<file path="src/rtl/frame_path_sequencer.sv">
// rtl/frame_path_sequencer.sv - frame-level pixel sequencer feeding the 5x5 window or bypass path
module frame_path_sequencer #(
    parameter int WIDTH        = 400,
    parameter int HEIGHT       = 300,
    parameter int FLUSH_CYCLES = 802
) (
    input  logic       clock,
    input  logic       reset,
    input  logic       enable,
    input  logic       mode_req,
    input  logic       valid_in,
    output logic [9:0] rowcount,
    output logic [9:0] colcount,
    output logic       mode_active,
    output logic       win_valid,
    output logic       win_flush,
    output logic       byp_valid,
    output logic       frame_start,
    output logic       frame_end,
    output logic       busy,
    output logic       overrun
);

    typedef enum logic [1:0] {
        S_IDLE   = 2'd0,
        S_ACTIVE = 2'd1,
        S_FLUSH  = 2'd2
    } state_t;

    localparam logic [9:0]  LAST_COL   = 10'(WIDTH - 1);
    localparam logic [9:0]  LAST_ROW   = 10'(HEIGHT - 1);
    localparam logic [15:0] FLUSH_LOAD = 16'(FLUSH_CYCLES - 1);
    localparam bit          HAS_FLUSH  = (FLUSH_CYCLES != 0);

    state_t      state_q;
    logic [9:0]  nrow_q;
    logic [9:0]  ncol_q;
    logic [15:0] flush_q;

    logic [9:0]  pix_row_d;
    logic [9:0]  pix_col_d;
    logic        last_pix_d;
    logic        accept_d;
    logic        mode_sel_d;

    // Position of the pixel being accepted this cycle; a frame always opens at (0,0).
    always_comb begin
        pix_row_d  = (state_q == S_IDLE) ? 10'd0 : nrow_q;
        pix_col_d  = (state_q == S_IDLE) ? 10'd0 : ncol_q;
        last_pix_d = (pix_row_d == LAST_ROW) && (pix_col_d == LAST_COL);
        accept_d   = valid_in && (((state_q == S_IDLE) && enable) || (state_q == S_ACTIVE));
        mode_sel_d = (state_q == S_IDLE) ? mode_req : mode_active;
    end

    always_ff @(posedge clock) begin
        if (reset) begin
            state_q     <= S_IDLE;
            nrow_q      <= 10'd0;
            ncol_q      <= 10'd0;
            flush_q     <= 16'd0;
            rowcount    <= 10'd0;
            colcount    <= 10'd0;
            mode_active <= 1'b0;
            win_valid   <= 1'b0;
            win_flush   <= 1'b0;
            byp_valid   <= 1'b0;
            frame_start <= 1'b0;
            frame_end   <= 1'b0;
            busy        <= 1'b0;
            overrun     <= 1'b0;
        end else begin
            win_valid   <= 1'b0;
            win_flush   <= 1'b0;
            byp_valid   <= 1'b0;
            frame_start <= 1'b0;
            frame_end   <= 1'b0;
            case (state_q)
                S_IDLE, S_ACTIVE: begin
                    if (accept_d) begin
                        if (state_q == S_IDLE) begin
                            mode_active <= mode_req;
                            frame_start <= 1'b1;
                        end
                        win_valid <= mode_sel_d;
                        byp_valid <= !mode_sel_d;
                        rowcount  <= pix_row_d;
                        colcount  <= pix_col_d;
                        if (pix_col_d == LAST_COL) begin
                            ncol_q <= 10'd0;
                            nrow_q <= pix_row_d + 10'd1;
                        end else begin
                            ncol_q <= pix_col_d + 10'd1;
                            nrow_q <= pix_row_d;
                        end
                        if (last_pix_d) begin
                            frame_end <= 1'b1;
                            // Only window frames leave rows stranded in the line buffers.
                            if (mode_sel_d && HAS_FLUSH) begin
                                state_q <= S_FLUSH;
                                busy    <= 1'b1;
                                flush_q <= FLUSH_LOAD;
                            end else begin
                                state_q <= S_IDLE;
                                busy    <= 1'b0;
                            end
                        end else begin
                            state_q <= S_ACTIVE;
                            busy    <= 1'b1;
                        end
                    end
                end
                S_FLUSH: begin
                    win_flush <= 1'b1;
                    if (valid_in) begin
                        overrun <= 1'b1;
                    end
                    if (flush_q == 16'd0) begin
                        state_q <= S_IDLE;
                        busy    <= 1'b0;
                    end else begin
                        flush_q <= flush_q - 16'd1;
                    end
                end
                default: begin
                    state_q <= S_IDLE;
                    busy    <= 1'b0;
                end
            endcase
        end
    end

endmodule

</file>
<file path="config.mk">
export PLATFORM = sky130hd
export DESIGN_NAME = frame_path_sequencer
export DESIGN_NICKNAME = d
export VERILOG_FILES = /design/src/rtl/frame_path_sequencer.sv
export SDC_FILE = /design/constraint.sdc
export NUM_CORES = 1
export LEC_CHECK = 0
export CAP_MARGIN = 40
export CORE_UTILIZATION = 30
export DETAILED_ROUTE_END_ITERATION = 16
export GPL_ROUTABILITY_DRIVEN = 0
export PLACE_DENSITY = 0.55
export REMOVE_ABC_BUFFERS = 1
export SLEW_MARGIN = 10
export SYNTH_ARGS = -nofsm -noshare
export SYNTH_HDL_FRONTEND = slang
export SYNTH_SLANG_ARGS = --single-unit
</file>
<file path="constraint.sdc">
create_clock -name clock -period 3 [get_ports clock]
set_input_delay 0.9 -clock clock [delete_from_list [all_inputs] [get_ports clock]]
set_output_delay 0.9 -clock clock [all_outputs]
set_load 0.02 [all_outputs]
</file>
# Word level (Yosys, flattened, before mapping)
# Cells that the tools add are included.
[op_classes]
n_addsub = 3
n_eq_ne = 9
muxes = 23
n_bitwise = 2
n_reduce_logical = 14
[ops]
columns = ["cell", "n"]
rows = [
  ["$mux 16", 4],
  ["$mux 10", 4],
  ["$pmux 16 s2", 1],
  ["$add 10x1->10 const B", 2],
  ["$eq 10x9->1 const B", 2],
  ["$logic_not 16->1", 1],
  ["$sub 16x1->16 const B", 1],
  ["$ne 2x2->1 const B", 5],
  ["$mux 1", 8],
  ["$mux 2", 4],
  ["$reduce_and 2->1", 3],
  ["$reduce_and 5->1", 1],
  ["$pmux 2 s2", 1],
  ["$logic_and 1x1->1", 3],
  ["$reduce_or 3->1", 1],
  ["$eq 2x1->1 const B", 1],
  ["$eq 2x2->1 const B", 1],
  ["$logic_not 2->1", 1],
  ["$not 1->1", 2],
  ["$pmux 1 s2", 1],
  ["$reduce_bool 2->1", 1],
  ["$reduce_or 2->1", 1],
  ["$logic_not 1->1", 1],
  ["$logic_or 1x1->1", 1],
]
[word_totals]
ff_bits = 66
in_bits = 5
out_inout_bits = 28
elab_cells = 65

# Longest topological paths before layout
[logic_depth]
ltp_word = 7
depth_mapped = 12
depth_no_buf = 9

# Worst setup path before layout
# No wires, ideal clock.
[synth_path]
kind = "flip-flop to flip-flop"
start = "reg state_q[0]"
end = "reg nrow_q[8]"
setup_ps = 128
t_arrival_ps = 2593
required_time_ps = 2872
setup_slack_ps = 280
stages_incl_launch_ff = 13
path_buffers = 3
period_less_slack_ps = 2720
path_cell_list = "dfxtp_1 or2_2 clkbuf_1 clkbuf_1 nand2_1 inv_1 ha_1 nand2_1 or4_4 buf_6 nor4b_2 xor2_1 nor2_1"
[synth_via]
elab_cells_between_ends = 12
cone_classes = "add/sub (1); eq/ne (2); mux (3); reduce/logical (6)"
[synth_rtl]
columns = ["element", "line", "text"]
rows = [
  ["start, declared", "35", "state_t state_q;"],
  ["start signal, assigned", "57", "state_q <= S_IDLE;"],
  ["start signal, assigned", "99", "state_q <= S_FLUSH;"],
  ["start signal, assigned", "103", "state_q <= S_IDLE;"],
  ["$logic_not 2->1", "49", "pix_col_d = (state_q == S_IDLE) ? 10'd0 : ncol_q;"],
  ["$mux 10", "49", ""],
  ["net pix_col_d[0]", "41", "logic [9:0] pix_col_d;"],
  ["$eq 10x9->1", "88", "if (pix_col_d == LAST_COL) begin"],
  ["$mux 10", "88", ""],
  ["end signal, assigned", "90", "nrow_q <= pix_row_d + 10'd1;"],
  ["end signal, assigned", "93", "nrow_q <= pix_row_d;"],
  ["end, declared", "36", "logic [9:0] nrow_q;"],
]
# The timed path passes the listed nets, and every way through them passes these cells.
# A chain may end at the register's enable or synchronous reset.

# Worst setup path in the final report
[layout_path]
start = "reg state_q[1]"
end = "reg nrow_q[7]"
# The elaborated chain is that of the path after synthesis.

==> summary.md <==
| Metric | Value |
|---|---|
| Setup fix buffers added after clock tree synthesis | `0` |
| Detailed-router iteration count before antenna repair | `5` |
| Congestion Overflow GR | `0` |
| Overall track demand over capacity in global routing | `15.3%` |
| Detailed-route via count | `2917` |
| Critical Path Source | `state_q[1]$_SDFFE_PP0P_` |
| Leakage Power | `1.39 nW` |
| Capture point of the worst path | `nrow_q[7]$_SDFFE_PP0P_` |
| Worst-path fanout max | `11` |
| H-tree depth | `3` |
| Initial antenna violation count | `0` |
| Period minus WS final | `2.48 ns` |
| Max Clock Freq | `403 MHz` |
| DP Cell Count | `545` |
| Total wirelength of the detailed-routed design | `7920 um` |
| Top FF cell, synth | `sky130_fd_sc_hd__dfxtp_1` |
| ANT cells | `0` |
| Post-synthesis sequential area ratio | `a little over two fifths` |
| Number of global-route vias before repair | `just under 3000` |
| Post-Synthesis Cell Area | `roughly 3200 sq um` |
| Number of buffers inserted by port buffering | `32` |
| Drt drc | `0` |
| Reg-to-reg critical path startpoint | `state_q[1]$_SDFFE_PP0P_` |
| CP Class | `flip-flop to flip-flop` |
| Filler Cells Inserted | `1092` |
| Met1 Use GR | `18.9%` |
| CTS root buffer | `sky130_fd_sc_hd__clkbuf_8` |
| Cell variety after synth | `52` |
| Sink Count | `66` |
| Kind of launch point of the worst setup path | `flip-flop` |
| Number of placed I/O pins | `33` |
| Max-cap violations | `0` |
| Result of the run | `finished clean` |
| Maximum clock path buffer count | `2` |
| Cts hold-fix bufs | `0` |
| Net Switching | `0.000422 W` |
| Final cell utilization of the core | `37.9%` |
| Std-Cell Rows | `37` |
| Setup-failing EPs final | `0` |
| Largest net degree at the start of global routing | `32` |
| Synth Register Bits | `66` |
| Worst IR Drop VDD | `175 uV` |
| Clock skew | `0.00645 ns` |
| Count of pins over their slew limit | `0` |
| Biggest cell delay along the critical path | `0.67 ns` |
| Endpoint arrival time on the critical path | `2.76 ns` |
| Die Outline Area | `11000 sq um` |
| Via count normalized by instance count | `5.20` |
| Cell Pwr Density | `about 430 nW/um^2` |
| Worst min-delay path class | `flip-flop to flip-flop` |
| Routed wire per std cell | `14.1 um` |
| Final cycle utilization of the critical path | `82.6%` |
| Die outline width | `105 um` |
| Part of the power in the clock network | `40.0%` |
| Mean Syn Cell Area | `between 8 and 9 sq um` |
| Worst slew pin tran | `0.790 ns` |
| Worst slew margin relative to its limit | `~47%` |
| Slowest cell on the critical path | `sky130_fd_sc_hd__or4_4` |
| Cells on worst reg2reg path | `8` |
| Quantity of gates resized following cts | `0` |
| Number of enable-type register cells in the synthesized netlist | `0` |
| Multi-input combinational cell area | `1720 sq um` |
| Number of hold violations in the final report | `0` |
| Proportion of power drawn by combinational gates | `~6.7%` |
| Global-route wire length before repair | `~14000 um` |
| Core area | `approximately 10000 sq um` |
| Ordered list of cells on the worst path | `or2_2, and2_1, ha_1, nand2_1, or4_4, nor3_1, nand3_1, a21oi_1` |
| Net switching fraction of the power | `25.4%` |
| Area occupied by registers | `1320 sq um` |
| GR Layer Usage met3 | `~4.7%` |
| Setup TNS | `0 ns` |
| Type of destination of the critical path | `flip-flop` |
| TritonCTS clock tree | `built` |
| Count of non-filler cells in the finished layout | `between 500 and 600` |
| Iteration-0 DRC Markers | `74` |
| Unrepaired setup endpoints after global routing | `no` |
| Warning count from the yosys run | `0` |
| Post-synthesis to final-layout area growth | `22.6%` |
| Number of cells on the critical path | `8` |
| Count of buffering cells on the critical path with inverters included | `0` |
| FFs w/ async S/R, synth | `0%` |
| HPWL after DPL | `approximately 5300 um` |
| Register-to-register setup slack | `0.52 ns` |
| Total number of nets in the final design | `429` |
| Grt peak-use layer | `met2` |
| Detail Route Antenna Nets | `0` |
| Fraction of layout instances using a drive strength above 1 | `11.5%` |
| Gate Count Post-Synth | `386` |
| Met2 Usage GRT | `25.3%` |
| Initial core utilization | `30.9%` |
| R2r endpoint | `nrow_q[7]$_SDFFE_PP0P_` |
| Worst Path Required | `~3.3 ns` |
| Sequential share of power | `53.2%` |
| Clock insertion delay at the later pin of the skew report | `0.34 ns` |
| Power Internal | `0.00124 W` |
| Number of CTS-inserted buffers | `9` |
| Die height | `105 um` |
| Dominant delay contributor by cell family on the critical path | `simple AND/OR/NAND/NOR gates` |
| Clock edge transition at the registers on the reported setup and hold paths | `0.07 ns` |
## kinds of logic after synthesis
logic type,after synthesis,synth area share [%]
buffers and inverters,33,4.18
XOR/XNOR,5,1.38
AO/OA/AOI/OAI,98,18.9
AND/OR/NAND/NOR,169,28.9
multiplexers,11,3.47
flip-flops,66,41.6
adder cells (fa/ha/maj),4,1.58
## final cells by class
type	instances	share of cell area [%]
clock buffer	11	3.63
clock inverter	5	0.771
inverter	4	0.386
multi-input combinational	287	44.3
sequential	66	33.9
tap	136	4.37
timing repair buffer	52	12.6
## sequential cells by signal, indices dropped and copies added, names as in the netlist, 2 cells and up
signal and cells:
colcount 10, flush_q 16, ncol_q 10, nrow_q 10, rowcount 10, state_q 2
## worst min path at each step
stage,to,startpoint,cells past startpoint
6_report,rowcount[6]$_SDFFE_PP0P_,rowcount[6]$_SDFFE_PP0P_,2
5_1_grt,rowcount[6]$_SDFFE_PP0P_,rowcount[6]$_SDFFE_PP0P_,2
4_1_cts,colcount[8]$_SDFFE_PP0P_,colcount[8]$_SDFFE_PP0P_,2
3_5_place_dp,colcount[8]$_SDFFE_PP0P_,colcount[8]$_SDFFE_PP0P_,2
3_3_place_gp,rowcount[6]$_SDFFE_PP0P_,rowcount[6]$_SDFFE_PP0P_,2
2_1_floorplan,ncol_q[1]$_SDFFE_PP0P_,ncol_q[1]$_SDFFE_PP0P_,2
## synthesized netlist by cell type, types with 3 or more instances
master / instances / area share, %
sky130_fd_sc_hd__mux2i_1: 11 / 3.5
sky130_fd_sc_hd__or2_2: 3 / 0.59
sky130_fd_sc_hd__nand3_1: 20 / 3.2
sky130_fd_sc_hd__o21ai_0: 23 / 3.6
sky130_fd_sc_hd__a21oi_1: 36 / 5.7
sky130_fd_sc_hd__a211oi_1: 5 / 1.2
sky130_fd_sc_hd__nand4_1: 7 / 1.4
sky130_fd_sc_hd__ha_1: 4 / 1.6
sky130_fd_sc_hd__xor2_1: 4 / 1.1
sky130_fd_sc_hd__nand4b_1: 3 / 0.83
sky130_fd_sc_hd__a311oi_1: 7 / 1.9
sky130_fd_sc_hd__o211ai_1: 5 / 1.2
sky130_fd_sc_hd__and2_1: 8 / 1.6
sky130_fd_sc_hd__nor4_1: 8 / 1.6
sky130_fd_sc_hd__clkbuf_1: 25 / 3.0
sky130_fd_sc_hd__inv_1: 4 / 0.47
sky130_fd_sc_hd__and3_1: 10 / 2.0
sky130_fd_sc_hd__nand2_1: 26 / 3.1
sky130_fd_sc_hd__a31oi_1: 6 / 1.2
sky130_fd_sc_hd__nand2b_1: 5 / 0.99
sky130_fd_sc_hd__dfxtp_1: 66 / 42
sky130_fd_sc_hd__nor2_1: 44 / 5.2
sky130_fd_sc_hd__nor3_1: 18 / 2.8
## tightest hold or removal path: stages (launching register included)
cell and delay (ns):
sky130_fd_sc_hd__dfxtp_1 0.31, sky130_fd_sc_hd__nand2_1 0.05, sky130_fd_sc_hd__a21oi_1 0.05
## cell usage in the layout (no fill, tap or decap), types with 3 or more instances in the layout
cell type / instances
sky130_fd_sc_hd__xor2_1: 4
sky130_fd_sc_hd__a311oi_1: 7
sky130_fd_sc_hd__ha_1: 4
sky130_fd_sc_hd__a211oi_1: 5
sky130_fd_sc_hd__a31oi_1: 6
sky130_fd_sc_hd__clkbuf_8: 10
sky130_fd_sc_hd__and3_1: 10
sky130_fd_sc_hd__nand2_1: 26
sky130_fd_sc_hd__nor4_1: 8
sky130_fd_sc_hd__clkdlybuf4s50_1: 31
sky130_fd_sc_hd__nand4_1: 7
sky130_fd_sc_hd__nor2_1: 43
sky130_fd_sc_hd__inv_1: 4
sky130_fd_sc_hd__dfxtp_1: 66
sky130_fd_sc_hd__clkinv_2: 3
sky130_fd_sc_hd__and2_1: 8
sky130_fd_sc_hd__o211ai_1: 5
sky130_fd_sc_hd__a21oi_1: 36
sky130_fd_sc_hd__mux2i_1: 11
sky130_fd_sc_hd__nand4b_1: 3
sky130_fd_sc_hd__nor3_1: 18
sky130_fd_sc_hd__nand3_1: 20
sky130_fd_sc_hd__o21ai_0: 23
sky130_fd_sc_hd__buf_4: 18
sky130_fd_sc_hd__or2_2: 3
sky130_fd_sc_hd__nand2b_1: 5
## stage by stage
step | worst slack, ns | cell area, sq um | hold WS, ns | total power (W)
4_1_cts | 0.513 | 3890 | 0.456 | 0.00169
3_3_place_gp | 0.155 | 3710 | 0.446 | 0.00102
5_1_grt | 0.273 | 3890 | 0.485 | 0.00174
6_report | 0.521 | 3890 | 0.453 | 0.00166
3_5_place_dp | 0.137 | 3720 | 0.445 | 0.00102
2_1_floorplan | 0.103 | 3060 | 0.444 | 0.000955
## power by group through the flow
stage	registers (W)	logic, W	clock network, W
floorplan	0.000912	0.0000430	0
global placement	0.000905	0.000112	0
detailed placement	0.000905	0.000113	0
CTS	0.000884	0.000114	0.000696
global route	0.000884	0.000122	0.000730
finish	0.000884	0.000112	0.000665
## layer usage
| metal | routed length, um | vias up |
|---|---|---|
| met5 | 0 | - |
| met4 | 76 | 0 |
| met3 | 309 | 6 |
| met2 | 3740 | 53 |
| met1 | 3790 | 1374 |
| li1 | - | 1484 |
Note: power is estimated with default switching activity, not from simulation.
